## src/rtl/forwarding_unit_param.sv

```systemverilog
// Operand forwarding and load-use hazard unit between Decode and Execute.
// A shift table of in-flight producers selects each operand's youngest source and raises the load-use stall.
module forwarding_unit_param #(
    parameter int DATA_W   = 32,
    parameter int ADDR_W   = 5,
    parameter int NSTAGE   = 3,
    parameter int LOAD_LAT = 2,
    parameter int CNT_W    = 16
) (
    input  logic                     clock,
    input  logic                     reset,
    input  logic                     id_valid,
    input  logic [ADDR_W-1:0]        id_regdest,
    input  logic                     id_writereg,
    input  logic                     id_load,
    input  logic                     id_usea,
    input  logic                     id_useb,
    input  logic [ADDR_W-1:0]        id_addra,
    input  logic [ADDR_W-1:0]        id_addrb,
    input  logic [DATA_W-1:0]        id_rega,
    input  logic [DATA_W-1:0]        id_regb,
    input  logic [NSTAGE*DATA_W-1:0] st_fw_wbvalue,
    output logic [DATA_W-1:0]        fw_id_rega,
    output logic [DATA_W-1:0]        fw_id_regb,
    output logic                     fw_id_valid,
    output logic                     fw_if_id_stall,
    output logic [1:0]               fw_src_a,
    output logic [1:0]               fw_src_b,
    output logic [CNT_W-1:0]         fw_stall_count
);

    logic [NSTAGE-1:0] ent_vld;
    logic [NSTAGE-1:0] ent_wr;
    logic [NSTAGE-1:0] ent_ld;
    logic [ADDR_W-1:0] ent_dest [NSTAGE];

    logic [DATA_W-1:0] opa_p0, opb_p0;
    logic [1:0]        srca_p0, srcb_p0;
    logic              early_ld_a, early_ld_b;
    logic              stall;

    function automatic logic hit(input logic vld, input logic wr,
                                 input logic [ADDR_W-1:0] dest,
                                 input logic [ADDR_W-1:0] addr,
                                 input logic use_x);
        return vld && wr && use_x && (dest == addr) && (dest != '0);
    endfunction

    function automatic logic [CNT_W-1:0] sat_inc(input logic [CNT_W-1:0] val);
        return (val == '1) ? val : val + CNT_W'(1);
    endfunction

    // Decode: scan oldest to youngest so the youngest matching producer wins
    always_comb begin
        opa_p0     = id_rega;
        opb_p0     = id_regb;
        srca_p0    = '0;
        srcb_p0    = '0;
        early_ld_a = 1'b0;
        early_ld_b = 1'b0;
        for (int i = NSTAGE - 1; i >= 0; i--) begin
            if (hit(ent_vld[i], ent_wr[i], ent_dest[i], id_addra, id_usea)) begin
                opa_p0     = st_fw_wbvalue[i*DATA_W +: DATA_W];
                srca_p0    = 2'(i + 1);
                early_ld_a = ent_ld[i] && (i < LOAD_LAT - 1);
            end
            if (hit(ent_vld[i], ent_wr[i], ent_dest[i], id_addrb, id_useb)) begin
                opb_p0     = st_fw_wbvalue[i*DATA_W +: DATA_W];
                srcb_p0    = 2'(i + 1);
                early_ld_b = ent_ld[i] && (i < LOAD_LAT - 1);
            end
        end
        stall = id_valid && (early_ld_a || early_ld_b);
    end

    assign fw_if_id_stall = stall;

    // Producer table: a stalled Decode enters Execute as a bubble
    always_ff @(posedge clock or negedge reset) begin
        if (!reset) begin
            ent_vld <= '0;
            ent_wr  <= '0;
            ent_ld  <= '0;
            for (int i = 0; i < NSTAGE; i++) ent_dest[i] <= '0;
        end else begin
            for (int i = 1; i < NSTAGE; i++) begin
                ent_vld[i]  <= ent_vld[i-1];
                ent_wr[i]   <= ent_wr[i-1];
                ent_ld[i]   <= ent_ld[i-1];
                ent_dest[i] <= ent_dest[i-1];
            end
            ent_vld[0]  <= id_valid && !stall;
            ent_wr[0]   <= id_writereg;
            ent_ld[0]   <= id_load;
            ent_dest[0] <= id_regdest;
        end
    end

    // ID/EX boundary: operands hold while Decode is stalled
    always_ff @(posedge clock or negedge reset) begin
        if (!reset) begin
            fw_id_rega     <= '0;
            fw_id_regb     <= '0;
            fw_src_a       <= '0;
            fw_src_b       <= '0;
            fw_id_valid    <= 1'b0;
            fw_stall_count <= '0;
        end else begin
            if (stall) begin
                fw_id_valid    <= 1'b0;
                fw_stall_count <= sat_inc(fw_stall_count);
            end else begin
                fw_id_rega  <= opa_p0;
                fw_id_regb  <= opb_p0;
                fw_src_a    <= srca_p0;
                fw_src_b    <= srcb_p0;
                fw_id_valid <= id_valid;
            end
        end
    end

endmodule

```

## config.mk

```make
export PLATFORM = sky130hd
export DESIGN_NAME = forwarding_unit_param
export DESIGN_NICKNAME = d
export VERILOG_FILES = /design/src/rtl/forwarding_unit_param.sv
export SDC_FILE = /design/constraint.sdc
export NUM_CORES = 1
export LEC_CHECK = 0
export BUFFER_PORTS_ARGS = -buffer_cell sky130_fd_sc_hd__buf_2
export CAP_MARGIN = 20
export CORE_UTILIZATION = 43
export DETAILED_ROUTE_END_ITERATION = 8
export GPL_TIMING_DRIVEN = 0
export PLACE_DENSITY = 0.83
export SLEW_MARGIN = 10
export SYNTH_ARGS = -nofsm -noshare
export SYNTH_HDL_FRONTEND = slang
export SYNTH_SLANG_ARGS = --single-unit
```

## constraint.sdc

```tcl
create_clock -name clock -period 2.2 [get_ports clock]
set_input_delay 0.44 -clock clock [delete_from_list [all_inputs] [get_ports clock]]
set_output_delay 0.44 -clock clock [all_outputs]
set_load 0.02 [all_outputs]
```

== Word level (Yosys, flattened, before mapping) ==
Cells that the tools add are included.
Word-level totals
  bits in registers: 107
  input port bits: 182
  output and inout bits: 86
  word-level logic and storage cells: 65
Cells by class
  add/sub/neg operators: 1
  eq/ne operators: 7
  mux-type cells: 15
  bitwise gates (word level): 1
  reduce and logical (&&, ||, !) cells: 29
Operator list (number)
  two-way mux 32 bit: 6
  == test 5 bit: 6
  logical AND 1 bit: 23
  adder 16 x 1 -> 16 bit (second input constant): 1
  == test 16 bit (second input constant): 1
  nonzero test 5 bit: 3
  two-way mux 2 bit: 6
  two-way mux 1 bit: 3
  AND reduction 2 bit: 1
  zero test 1 bit: 1
  logical OR 1 bit: 1
  NOT 1 bit: 1

== Depth between registers and ports, before layout ==
Gate-level depths: netlist of run 1.
  word-level depth: 9
  gate-level depth with buffers: 10
  mapped depth without buffers: 7

== Worst setup path after synthesis of run 1 ==
OpenSTA, ideal clock, no wires.
  kind: input to output
  from: input id_addrb[2]
  to: output fw_if_id_stall
  arrival: 1.865 ns
  path slack: -0.105 ns
  stages on the path: 8
  buffers on the path: 3
  path through: xor2_1 > nor4_2 > nand2_1 > a21o_1 > buf_2 > inv_2 > buf_2 > buf_2
On the way
  cells in the longest elaborated chain, start to end: 6
RTL lines
  from (decl): RTL line 19  | input logic [ADDR_W-1:0] id_addrb,
  == test 5 bit: RTL line 46  | return vld && wr && use_x && (dest == addr) && (dest != '0);
  logical AND 1 bit (2 in a row): RTL line 46
  two-way mux 1 bit: RTL line 67  | if (hit(ent_vld[i], ent_wr[i], ent_dest[i], id_addrb, id_useb)) begin
  logical OR 1 bit: RTL line 73  | stall = id_valid && (early_ld_a || early_ld_b);
  logical AND 1 bit: RTL line 73
  to (decl): RTL line 26  | output logic fw_if_id_stall,
Every way passes these cells.

== Final worst setup path of run 1 ==
  from: register ent_dest[10] (netlist name)
  to: output fw_if_id_stall
On the way
  cells in the longest elaborated chain, start to end: 6
RTL lines
  from (decl): RTL line 35  | logic [ADDR_W-1:0] ent_dest [NSTAGE];
  from (signal, indexed assignment): RTL line 90  | ent_dest[i] <= ent_dest[i-1];
  == test 5 bit: RTL line 46
  logical AND 1 bit (2 in a row): RTL line 46
  two-way mux 1 bit, on equally long branches: RTL line 62, 67
  logical OR 1 bit (*): RTL line 73
  logical AND 1 bit (*): RTL line 73
Every way passes the cells marked *; elsewhere a longest branch is shown, timed or not.

==> results of run 1 <==
registers in the layout, indices dropped and copies added, names as in the netlist:
signal          cells
ent_dest           15
fw_src_b            2
fw_src_a            2
fw_id_rega         32
ent_ld              1
fw_id_regb         32
ent_vld             3
fw_stall_count     16
ent_wr              3
cell type report:
type	instances	share of cell area [%]
diodes	3	0.0801
plain buffers	51	6.41
clock buffers	11	2.70
well taps	176	2.35
repair buffers	323	21.5
flip-flops and latches	106	28.3
multi-input cells	514	37.8
clock inverters	5	0.641
inverters	5	0.254
cell families (layout without fill, tap and decap cells):
logic type,Yosys count,in the layout
other cells,0,3
xor+xnor,41,41
simple gates,261,261
flops,106,106
compound gates,210,210
buf+inv,59,395
fa+ha+maj,1,1
mux,1,1
per-stage QoR:
stage                     setup TNS (ns)  cells
after floorplan                        0    679
after global placement            -96.58   1122
after detailed placement          -43.03   1123
after CTS                          -3.76   1185
after global routing               -7.13   1193
final                              -2.66   1194
power by group through the flow:
stage	clock network [W]	logic [W]	registers, W
4_1_cts	0.00175	0.000774	0.00211
2_1_floorplan	0	0.000207	0.00225
3_5_place_dp	0	0.000691	0.00215
3_3_place_gp	0	0.000673	0.00215
6_report	0.00176	0.000813	0.00212
5_1_grt	0.00185	0.000866	0.00213
critical path, cell delays in order (launching register included):
cell,delay [ns]
dfrtp_1,0.42
xor2_1,0.17
nor4_2,0.36
nand4_1,0.18
a21o_4,0.27
inv_6,0.07
buf_12,0.09
buf_8,0.10
buf_6,0.11
what timing repair did:
item / in CTS / in global routing
buffers inserted: 40 / 11
endpoints found under the setup margin: 85 / 84
pin swaps: 63 / 75
hold buffers: 1 / 0
resized for setup: 186 / 94
hold endpoints to repair: 25 / 0
gates cloned: 8 / 1
worst paths after layout:
kind	slack (ns)	endpoint	cells past startpoint
setup / recovery	-0.36	fw_if_id_stall	8
hold / removal	0.18	ent_dest[13]	1
setup reg to reg	-0.10	fw_id_regb[20]	10
hold reg to reg	0.42	ent_wr[1]	0
max in group asynchronous	0.96	ent_dest[14]	3
min in group asynchronous	0.54	fw_id_regb[9]	2
metal layers:
metal | part of all wire [%] | wire length, microns | track usage, %
met2 | 49 | 12400 | 59.3
met3 | 9.6 | 2410 | 8.08
met5 | 0.044 | 11 | 0
met4 | 3.3 | 841 | 17.0
met1 | 38 | 9490 | 41.1
cell usage after synthesis, types with 7 or more instances:
| master | n | area (sq um) |
|---|---|---|
| xor2_1 | 20 | 175 |
| nor2_1 | 72 | 270 |
| xnor2_1 | 21 | 184 |
| a21oi_1 | 70 | 350 |
| o21ai_1 | 15 | 75.1 |
| dfrtp_1 | 106 | 2650 |
| a211oi_1 | 34 | 255 |
| buf_2 | 18 | 90.1 |
| o221ai_1 | 29 | 254 |
| clkbuf_1 | 26 | 97.6 |
| a311o_1 | 32 | 320 |
| nand3_1 | 7 | 35.0 |
| nand4_1 | 7 | 43.8 |
| nor2b_1 | 34 | 213 |
| o21ai_0 | 19 | 95.1 |
| nand2_1 | 114 | 428 |
==> impl_results.md, run 1 <==
* Status: finished with violations
* Failing checks: setup timing
* Post-synthesis cell count at 679
* Skew final at 0.00940 ns
* Util after Layout at 70.2%
* PortBufs at 267
* Adder-Cell Fraction of Synth Area at 0.210%
* Startpoint Class: register
* Primary FF master, synth: dfrtp_1
* Worst Path Max Fanout at 4
* Crit path kind: reg -> out
* Reg area at 2660 sq um
* Die area at 14300 sq um
* Avg WL per Cell at 21.1 microns
* Worst slew pin tran at 0.598 ns
* Fmax at 390 MHz
* Post-synthesis sequential area ratio at 44.6%
* Multi-input logic area at 3540 sq um
* Post-route ant nets at 0
* Final setup viols at 47
* Final Hold Violating Endpoints at 0
* Power Total at 0.00469 W
* Int Power at 0.00337 W
* Maxcap violations at 0
* Cell area after synthesis at 5940 sq um
* Initial antenna violation count at 4
* Max-slew violations at 0
* Compound-Gate Fraction of Synth Area at 24.5%
* Initial DRC Count at 716
* Worst setup startpoint: ent_dest[10]
* Most frequent cells in the layout: buf_2, dfrtp_1, nand2_1
* Vias in the first global route at 6919
* Post-Synth XOR/XNOR Area at 6.04%
* Most common cell after layout, fill and taps aside: buf_2
* Vias per cell at 5.86
* Die H at 120 microns
* GR Util All Layers at 34.8%
* Syn Area/Cell at 8.75 sq um
* Gp weighted congestion at 0.874
* Clock tree sinks at 106
* RSZ-0062 raised after global routing: yes
* Worst-path clk slew at 0.07 ns
* Area after DPL at 7540 sq um
* Period utilization at 117%
* Final HPWL DP at 16800 microns
* Max H-tree Level at 3
* First-pass GRT wire length at 37500 microns
* Min setup slack post-route at -0.365 ns
* Max_slew headroom at 60.0%
* Comb power frac at 17.3%
* Total CTS buffers at 9
* Residual DRC count at 0
* Sequential Power Share at 45.2%
* CTS tree: built
* Vias at 6997
* Gr ovfl total at 0
* Root Driver: clkbuf_16
* Crit end category: output port
* CP arrival at 2.12 ns
* Finished Cell Area at 9380 sq um
* Post-synthesis register bit count at 106
* # fillers at 1062
* Rows at 42
* Fin crit period at 2.56 ns
* Final wirelength at 25100 microns
* Initial core utilization at 44.5%
* Clk_lat worst skew at 0.36 ns
* VDD IR-drop max at 0.479 mV
* I/O pin count at 268
* Net Switching at 0.00132 W
* Synth cell types at 44
* Required time worst endpoint at 1.76 ns
* Layout net count at 1193
* EDFF count, synth at 0
* Core region area at 13300 sq um
* Pleak at 4.40 nW
* Clock power frac at 37.5%
* Mux cell area share after synthesis at 0.189%
* Sw Ratio at 28.1%
* Cell Pwr Density at 500 nW/um^2
* FFs w/ async S/R, synth at 100%
* Largest family of logic cells by synthesized area: compound AO/OA/AOI/OAI gates
* Syn nets at 862
* HP Start: id_regdest[3]
* Layout cells sized above 1 at 48.8%
* DR pass1 iterations at 5
* Largest net degree at the start of global routing at 69
* Worst hold path class: in -> reg
* Simple-gate share of the synthesized area at 19.8%
* Area Overhead vs Synth at 57.7%
* WHS at 0.178 ns
* Die Wd at 120 microns
* Warning count from the yosys run at 0
* CTS Buffer Depth at 2
* DP Worst Slack at -0.761 ns
* FF-to-FF Start: ent_dest[6]
Power figures use the tool's default switching activity.
==> run 2: changes to the inputs <==
--- a/config.mk
+++ b/config.mk
@@ -5,9 +5,11 @@
 export SDC_FILE = /design/constraint.sdc
 export NUM_CORES = 1
 export LEC_CHECK = 0
-export BUFFER_PORTS_ARGS = -buffer_cell sky130_fd_sc_hd__buf_2
+export BUFFER_PORTS_ARGS = -buffer_cell sky130_fd_sc_hd__buf_4
 export CAP_MARGIN = 20
-export CORE_UTILIZATION = 43
+export CELL_PAD_IN_SITES_DETAIL_PLACEMENT = 1
+export CELL_PAD_IN_SITES_GLOBAL_PLACEMENT = 2
+export CORE_UTILIZATION = 24
 export DETAILED_ROUTE_END_ITERATION = 8
 export GPL_TIMING_DRIVEN = 0
 export PLACE_DENSITY = 0.83
==> run 2 against run 1 <==
Effect of this change: the flow still finishes with violations (setup timing); flip-flop and latch count is the same; core utilization shrank 26 points; clock skew down 0.0016 ns; critical path depth unchanged; worst hold slack worse by 0.0018 ns; largest power group unchanged; highest routed layer is now met4.
==> impl_results.md, run 2 (synthesis gave the netlist of run 1 again) <==
* Status: finished with violations (unchanged)
* Failing checks: setup timing (unchanged)
* Reg area at 2660 sq um (unchanged)
* Rows at 57 (was 42)
* Worst-path clk slew at 0.08 ns (was 0.07 ns)
* VDD IR-drop max at 0.282 mV (was 0.479 mV)
* PortBufs at 267 (unchanged)
* Cell Pwr Density at 449 nW/um^2 (was 500 nW/um^2)
* Area after DPL at 8390 sq um (was 7540 sq um)
* DR pass1 iterations at 5 (unchanged)
* Max H-tree Level at 3 (unchanged)
* CP dominant cell by count: buf_8
* CP arrival at 2.15 ns (was 2.12 ns)
* Cell family with most CP delay: simple AND/OR/NAND/NOR gates (unchanged)
* Gr ovfl total at 0 (unchanged)
* Die Wd at 159 microns (was 120 microns)
* First-pass GRT wire length at 45000 microns (was 37500 microns)
* Die area at 25400 sq um (was 14300 sq um)
* Fin crit period at 2.59 ns (was 2.56 ns)
* Fmax at 386 MHz (was 390 MHz)
* Multi-input logic area at 3770 sq um (was 3540 sq um)
* Crit end category: output port (unchanged)
* CTS Buffer Depth at 2 (unchanged)
* TNS Setup at -3.71 ns (was -2.66 ns)
* Period utilization at 118% (was 117%)
* Worst slew pin tran at 0.698 ns (was 0.598 ns)
* Vias in the first global route at 7230 (was 6919)
* Root Driver: clkbuf_16 (unchanged)
* Layout cells sized above 1 at 53.1% (was 48.8%)
* Layout net count at 1200 (was 1193)
* Clock tree sinks at 106 (unchanged)
* Clk_lat worst skew at 0.36 ns (about the same)
* Largest net degree at the start of global routing at 72 (was 69)
* Final wirelength at 31200 microns (was 25100 microns)
* RSZ-0062 raised after global routing: yes (unchanged)
* Vias per cell at 5.15 (was 5.86)
* Biggest regs: fw_id_rega (32), fw_id_regb (32), fw_stall_count (16) (unchanged)
* Crit path kind: reg -> out (unchanged)
* Max incr delay on CP at 0.41 ns (was 0.42 ns)
* Worst Path Max Fanout at 2 (was 4)
* GR Util All Layers at 23.6% (was 34.8%)
* Initial antenna violation count at 0 (was 4)
* Area Overhead vs Synth at 80.2% (was 57.7%)
* Avg WL per Cell at 23.2 microns (was 21.1 microns)
* Most common cell after layout, fill and taps aside: buf_4 (was buf_2)
* Min setup slack post-route at -0.392 ns (was -0.365 ns)
* Maxcap violations at 0 (unchanged)
* Skew final at 0.00781 ns (was 0.00940 ns)
* Vias at 6932 (was 6997)
* Residual DRC count at 0 (unchanged)
* Die H at 159 microns (was 120 microns)
* Startpoint Class: register (unchanged)
* Bufs and invs on worst path at 4 (unchanged)
* Post-route ant nets at 0 (unchanged)
* I/O pin count at 268 (unchanged)
* Core region area at 24300 sq um (was 13300 sq um)
* DP Worst Slack at -0.871 ns (was -0.761 ns)
* Initial DRC Count at 422 (was 716)
* Non-Filler Instances at 1346 (was 1194)
* Total CTS buffers at 9 (unchanged)
* Ant diodes at 0 (was 3)
* Initial core utilization at 24.4% (was 44.5%)
* Max_slew headroom at 53.2% (was 60.0%)
* Required time worst endpoint at 1.76 ns (about the same)
* Finished Cell Area at 10700 sq um (was 9380 sq um)
* R2R Setup Slk at -0.11 ns (was -0.10 ns)
* Most frequent cells in the layout: buf_4, nand2_1, dfrtp_1 (was buf_2, dfrtp_1, nand2_1)
* DP Cell Count at 1271 (was 1123)
* Worst hold path class: in -> reg (unchanged)
* Pleak at 4.77 nW (was 4.40 nW)
* Cell Chain, Critical Path: xor2_1, nor4_2, nand4_1, a21o_4, inv_4, buf_8, buf_8, buf_6 (was xor2_1, nor4_2, nand4_1, a21o_4, inv_6, buf_12, buf_8, buf_6)
* Final HPWL DP at 21200 microns (was 16800 microns)
* CTS tree: built (unchanged)
* Final setup viols at 63 (was 47)
* Gp weighted congestion at 0.822 (was 0.874)
* Max-slew violations at 0 (unchanged)
* Crit-path slowest cell: dfrtp_1 (unchanged)
* Final Hold Violating Endpoints at 0 (unchanged)
* # fillers at 2753 (was 1062)
## run 2: layout make-up
type,instances,share of cell area [%]
buffer,51,6.29
clock inverter,7,0.631
clock buffer,9,2.10
tap,324,3.79
inverter,5,0.199
timing repair buffer,330,27.0
multi-input combinational,514,35.2
sequential,106,24.8
## run 2: per-stage QoR
stage	util [%]	hold slack [ns]	power, W
after CTS	41.0	0.158	0.00481
after global routing	44.0	0.154	0.00501
after floorplan	-	0.144	0.00245
final	44.0	0.176	0.00481
after global placement	34.4	0.387	0.00299
after detailed placement	34.5	0.373	0.00301
## run 2: routing by layer
metal	up-vias	share of wire (%)	global-route usage [%]
li1	3116	-	-
met2	282	50	40.7
met4	0	2.7	7.74
met1	3479	41	29.0
met5	-	0	0
met3	55	6.1	5.37
## run 2: report_power, final
part	switching, W	internal [W]	total, W	leakage (nW)
Clock	0.000886	0.000806	0.00169	0.142
Sequential	0.0000783	0.00205	0.00213	1.28
Combinational	0.000474	0.000520	0.000994	3.35
## run 2: worst paths after layout
| kind | endpoint | startpoint | cells after the start |
|---|---|---|---|
| max | fw_if_id_stall | ent_dest[10] | 8 |
| min | ent_dest[12] | id_regdest[2] | 1 |
| max reg2reg | fw_id_rega[13] | ent_dest[10] | 10 |
| min reg2reg | ent_wr[1] | ent_wr[0] | 0 |
| max in group asynchronous | fw_id_rega[30] | reset | 3 |
| min in group asynchronous | fw_id_rega[14] | reset | 2 |
## run 2: repair_timing
| action | 4_1_cts | 5_1_grt |
|---|---|---|
| hold endpoints to repair | 35 | 0 |
| setup endpoints to repair | 85 | 83 |
| hold buffers | 1 | 0 |
| gates resized for setup | 211 | 155 |
| buffers inserted | 37 | 19 |
| pin swaps | 60 | 101 |
| gates cloned | 9 | 5 |
==> run 3: changes to the inputs <==
--- a/config.mk
+++ b/config.mk
@@ -17,3 +17,4 @@
 export SYNTH_ARGS = -nofsm -noshare
 export SYNTH_HDL_FRONTEND = slang
 export SYNTH_SLANG_ARGS = --single-unit
+export TNS_END_PERCENT = 1
==> run 3 against run 2 <==
Effect of this change: core utilization is 5.8 points lower; critical path depth stayed put; the flow still finishes with violations (setup timing); sequential share of layout area is 3.7 points higher; flip-flop and latch count stayed put; combinational power is 10% lower; critical endpoint unchanged; via count is 5.7% lower; design area is 13% lower.
==> impl_results.md, run 3 (synthesis gave the netlist of run 1 again) <==
* Worst-path clk slew at 0.08 ns (about the same)
* Clk_lat worst skew at 0.36 ns (about the same)
* Initial antenna violation count at 0 (unchanged)
* Post-route ant nets at 0 (unchanged)
* Worst hold path cell count at 1 (unchanged)
* Fin crit period at 2.56 ns (was 2.59 ns)
* Final wirelength at 28500 microns (was 31200 microns)
* Skew final at 0.00872 ns (was 0.00781 ns)
* First-pass GRT wire length at 43000 microns (was 45000 microns)
* I/O pin count at 268 (unchanged)
* CTS tree: built (unchanged)
* Failing checks: setup timing (unchanged)
* Final HPWL DP at 21200 microns (unchanged)
* Required time worst endpoint at 1.76 ns (about the same)
* Ant diodes at 0 (unchanged)
* Maxcap violations at 0 (unchanged)
* Max-slew violations at 0 (unchanged)
* Final setup viols at 71 (was 63)
* Period utilization at 116% (was 118%)
* Rows at 57 (unchanged)
* Die H at 159 microns (unchanged)
* R2R Setup Slk at -0.31 ns (was -0.11 ns)
* Fmax at 391 MHz (was 386 MHz)
* Total CTS buffers at 9 (unchanged)
* Clock tree sinks at 106 (unchanged)
* Worst hold path class: in -> reg (unchanged)
* Residual DRC count at 0 (unchanged)
* FF-to-FF Start: ent_dest[14] (was ent_dest[10])
* Root Driver: clkbuf_16 (unchanged)
* GR Util All Layers at 22.4% (was 23.6%)
* Max_slew headroom at 49.6% (was 53.2%)
* Area Overhead vs Synth at 56.5% (was 80.2%)
* Core region area at 24300 sq um (unchanged)
* RSZ-0062 raised after global routing: yes (unchanged)
* Cell Pwr Density at 506 nW/um^2 (was 449 nW/um^2)
* Most frequent cells in the layout: buf_4, nand2_1, dfrtp_1 (unchanged)
* Vias at 6539 (was 6932)
* TNS Setup at -7.54 ns (was -3.71 ns)
* Status: finished with violations (unchanged)
* PortBufs at 267 (unchanged)
* Worst Path Max Fanout at 4 (was 2)
* CTS Buffer Depth at 2 (unchanged)
* Layout cells sized above 1 at 42.0% (was 53.1%)
* DP Cell Count at 1271 (unchanged)
* HP Start: id_writereg (was id_regdest[2])
* R2R Path End: fw_stall_count[15] (was fw_id_rega[13])
* Initial DRC Count at 366 (was 422)
* Vias per cell at 5.04 (was 5.15)
* Crit end category: output port (unchanged)
* Non-Filler Instances at 1298 (was 1346)
* DR pass1 iterations at 5 (unchanged)
* Pleak at 4.17 nW (was 4.77 nW)
* Initial core utilization at 24.4% (unchanged)
* Avg WL per Cell at 22.0 microns (was 23.2 microns)
* Max H-tree Level at 3 (unchanged)
* Biggest regs: fw_id_rega (32), fw_id_regb (32), fw_stall_count (16) (unchanged)
* Final Hold Violating Endpoints at 0 (unchanged)
* # fillers at 2884 (was 2753)
* Register-to-Register Path Depth at 11 (was 10)
* Startpoint Class: register (unchanged)
* CP arrival at 2.12 ns (was 2.15 ns)
* Die Wd at 159 microns (unchanged)
* Hold Path Sink: ent_wr[0] (was ent_dest[12])
* Largest net degree at the start of global routing at 72 (unchanged)
* Most common cell after layout, fill and taps aside: buf_4 (unchanged)
* Layout net count at 1152 (was 1200)
* Vias in the first global route at 6966 (was 7230)
* Die area at 25400 sq um (unchanged)
* Crit path kind: reg -> out (unchanged)
* VDD IR-drop max at 0.273 mV (was 0.282 mV)
* Worst slew pin tran at 0.753 ns (was 0.698 ns)
* Min setup slack post-route at -0.356 ns (was -0.392 ns)
* Power Total at 0.00470 W (was 0.00481 W)
* Gp weighted congestion at 0.822 (unchanged)
* Gr ovfl total at 0 (unchanged)
* Worst setup startpoint: ent_dest[14] (was ent_dest[10])
==> run 3: worst max path at each step <==
stage | slack, ns | to
finish | -0.36 | fw_if_id_stall
detailed placement | -0.87 | fw_id_rega[14]
floorplan | 0.0007 | fw_if_id_stall
global route | -0.45 | fw_if_id_stall
CTS | -0.40 | fw_if_id_stall
global placement | -0.81 | fw_id_rega[14]
==> run 3: report_power, final <==
part | leakage (nW) | total, W | switching (W) | internal, W
sequential | 1.28 | 0.00212 | 0.0000750 | 0.00205
clock | 0.142 | 0.00169 | 0.000885 | 0.000806
combinational | 2.75 | 0.000890 | 0.000423 | 0.000467
==> run 3: repair_timing <==
| item | 4_1_cts | 5_1_grt |
|---|---|---|
| endpoints found under the setup margin | 85 | 85 |
| resized for setup | 113 | 44 |
| pin swaps | 12 | 9 |
| hold endpoints to repair | 35 | 0 |
| buffers inserted | 11 | 0 |
| hold buffers | 1 | 0 |
==> run 3: layout make-up <==
type,count,area [sq um],area share [%]
Multi-Input combinational cell,514,3320,35.7
Sequential cell,106,2660,28.5
Timing Repair Buffer,280,2150,23.1
Buffer,53,462,4.96
Tap cell,324,405,4.36
Clock buffer,9,225,2.42
Clock inverter,7,67.6,0.726
Inverter,5,18.8,0.202
==> run 3: worst max-delay path: stages (launching register included) <==
cell and delay [ns]:
dfrtp_2 0.44, xor2_1 0.16, nor4_2 0.31, nand4_1 0.20, a21o_4 0.27, inv_2 0.07, buf_8 0.10, buf_8 0.09
buf_6 0.11
==> run 3: routing by layer <==
metal,wire length [microns],global-route usage (%)
met4,641,6.82
met3,1740,5.68
met5,0,0
met1,12200,27.8
met2,13900,38.1
==> run 3: metrics by stage <==
stage / util [%] / hold slack, ns / worst slack, ns / instance area, sq um
final: 38.2 / 0.177 / -0.356 / 9300
after floorplan: - / 0.144 / 0.000668 / 5950
after global routing: 38.2 / 0.151 / -0.450 / 9300
after CTS: 37.6 / 0.158 / -0.399 / 9150
after detailed placement: 34.5 / 0.373 / -0.871 / 8390
after global placement: 34.4 / 0.387 / -0.813 / 8360
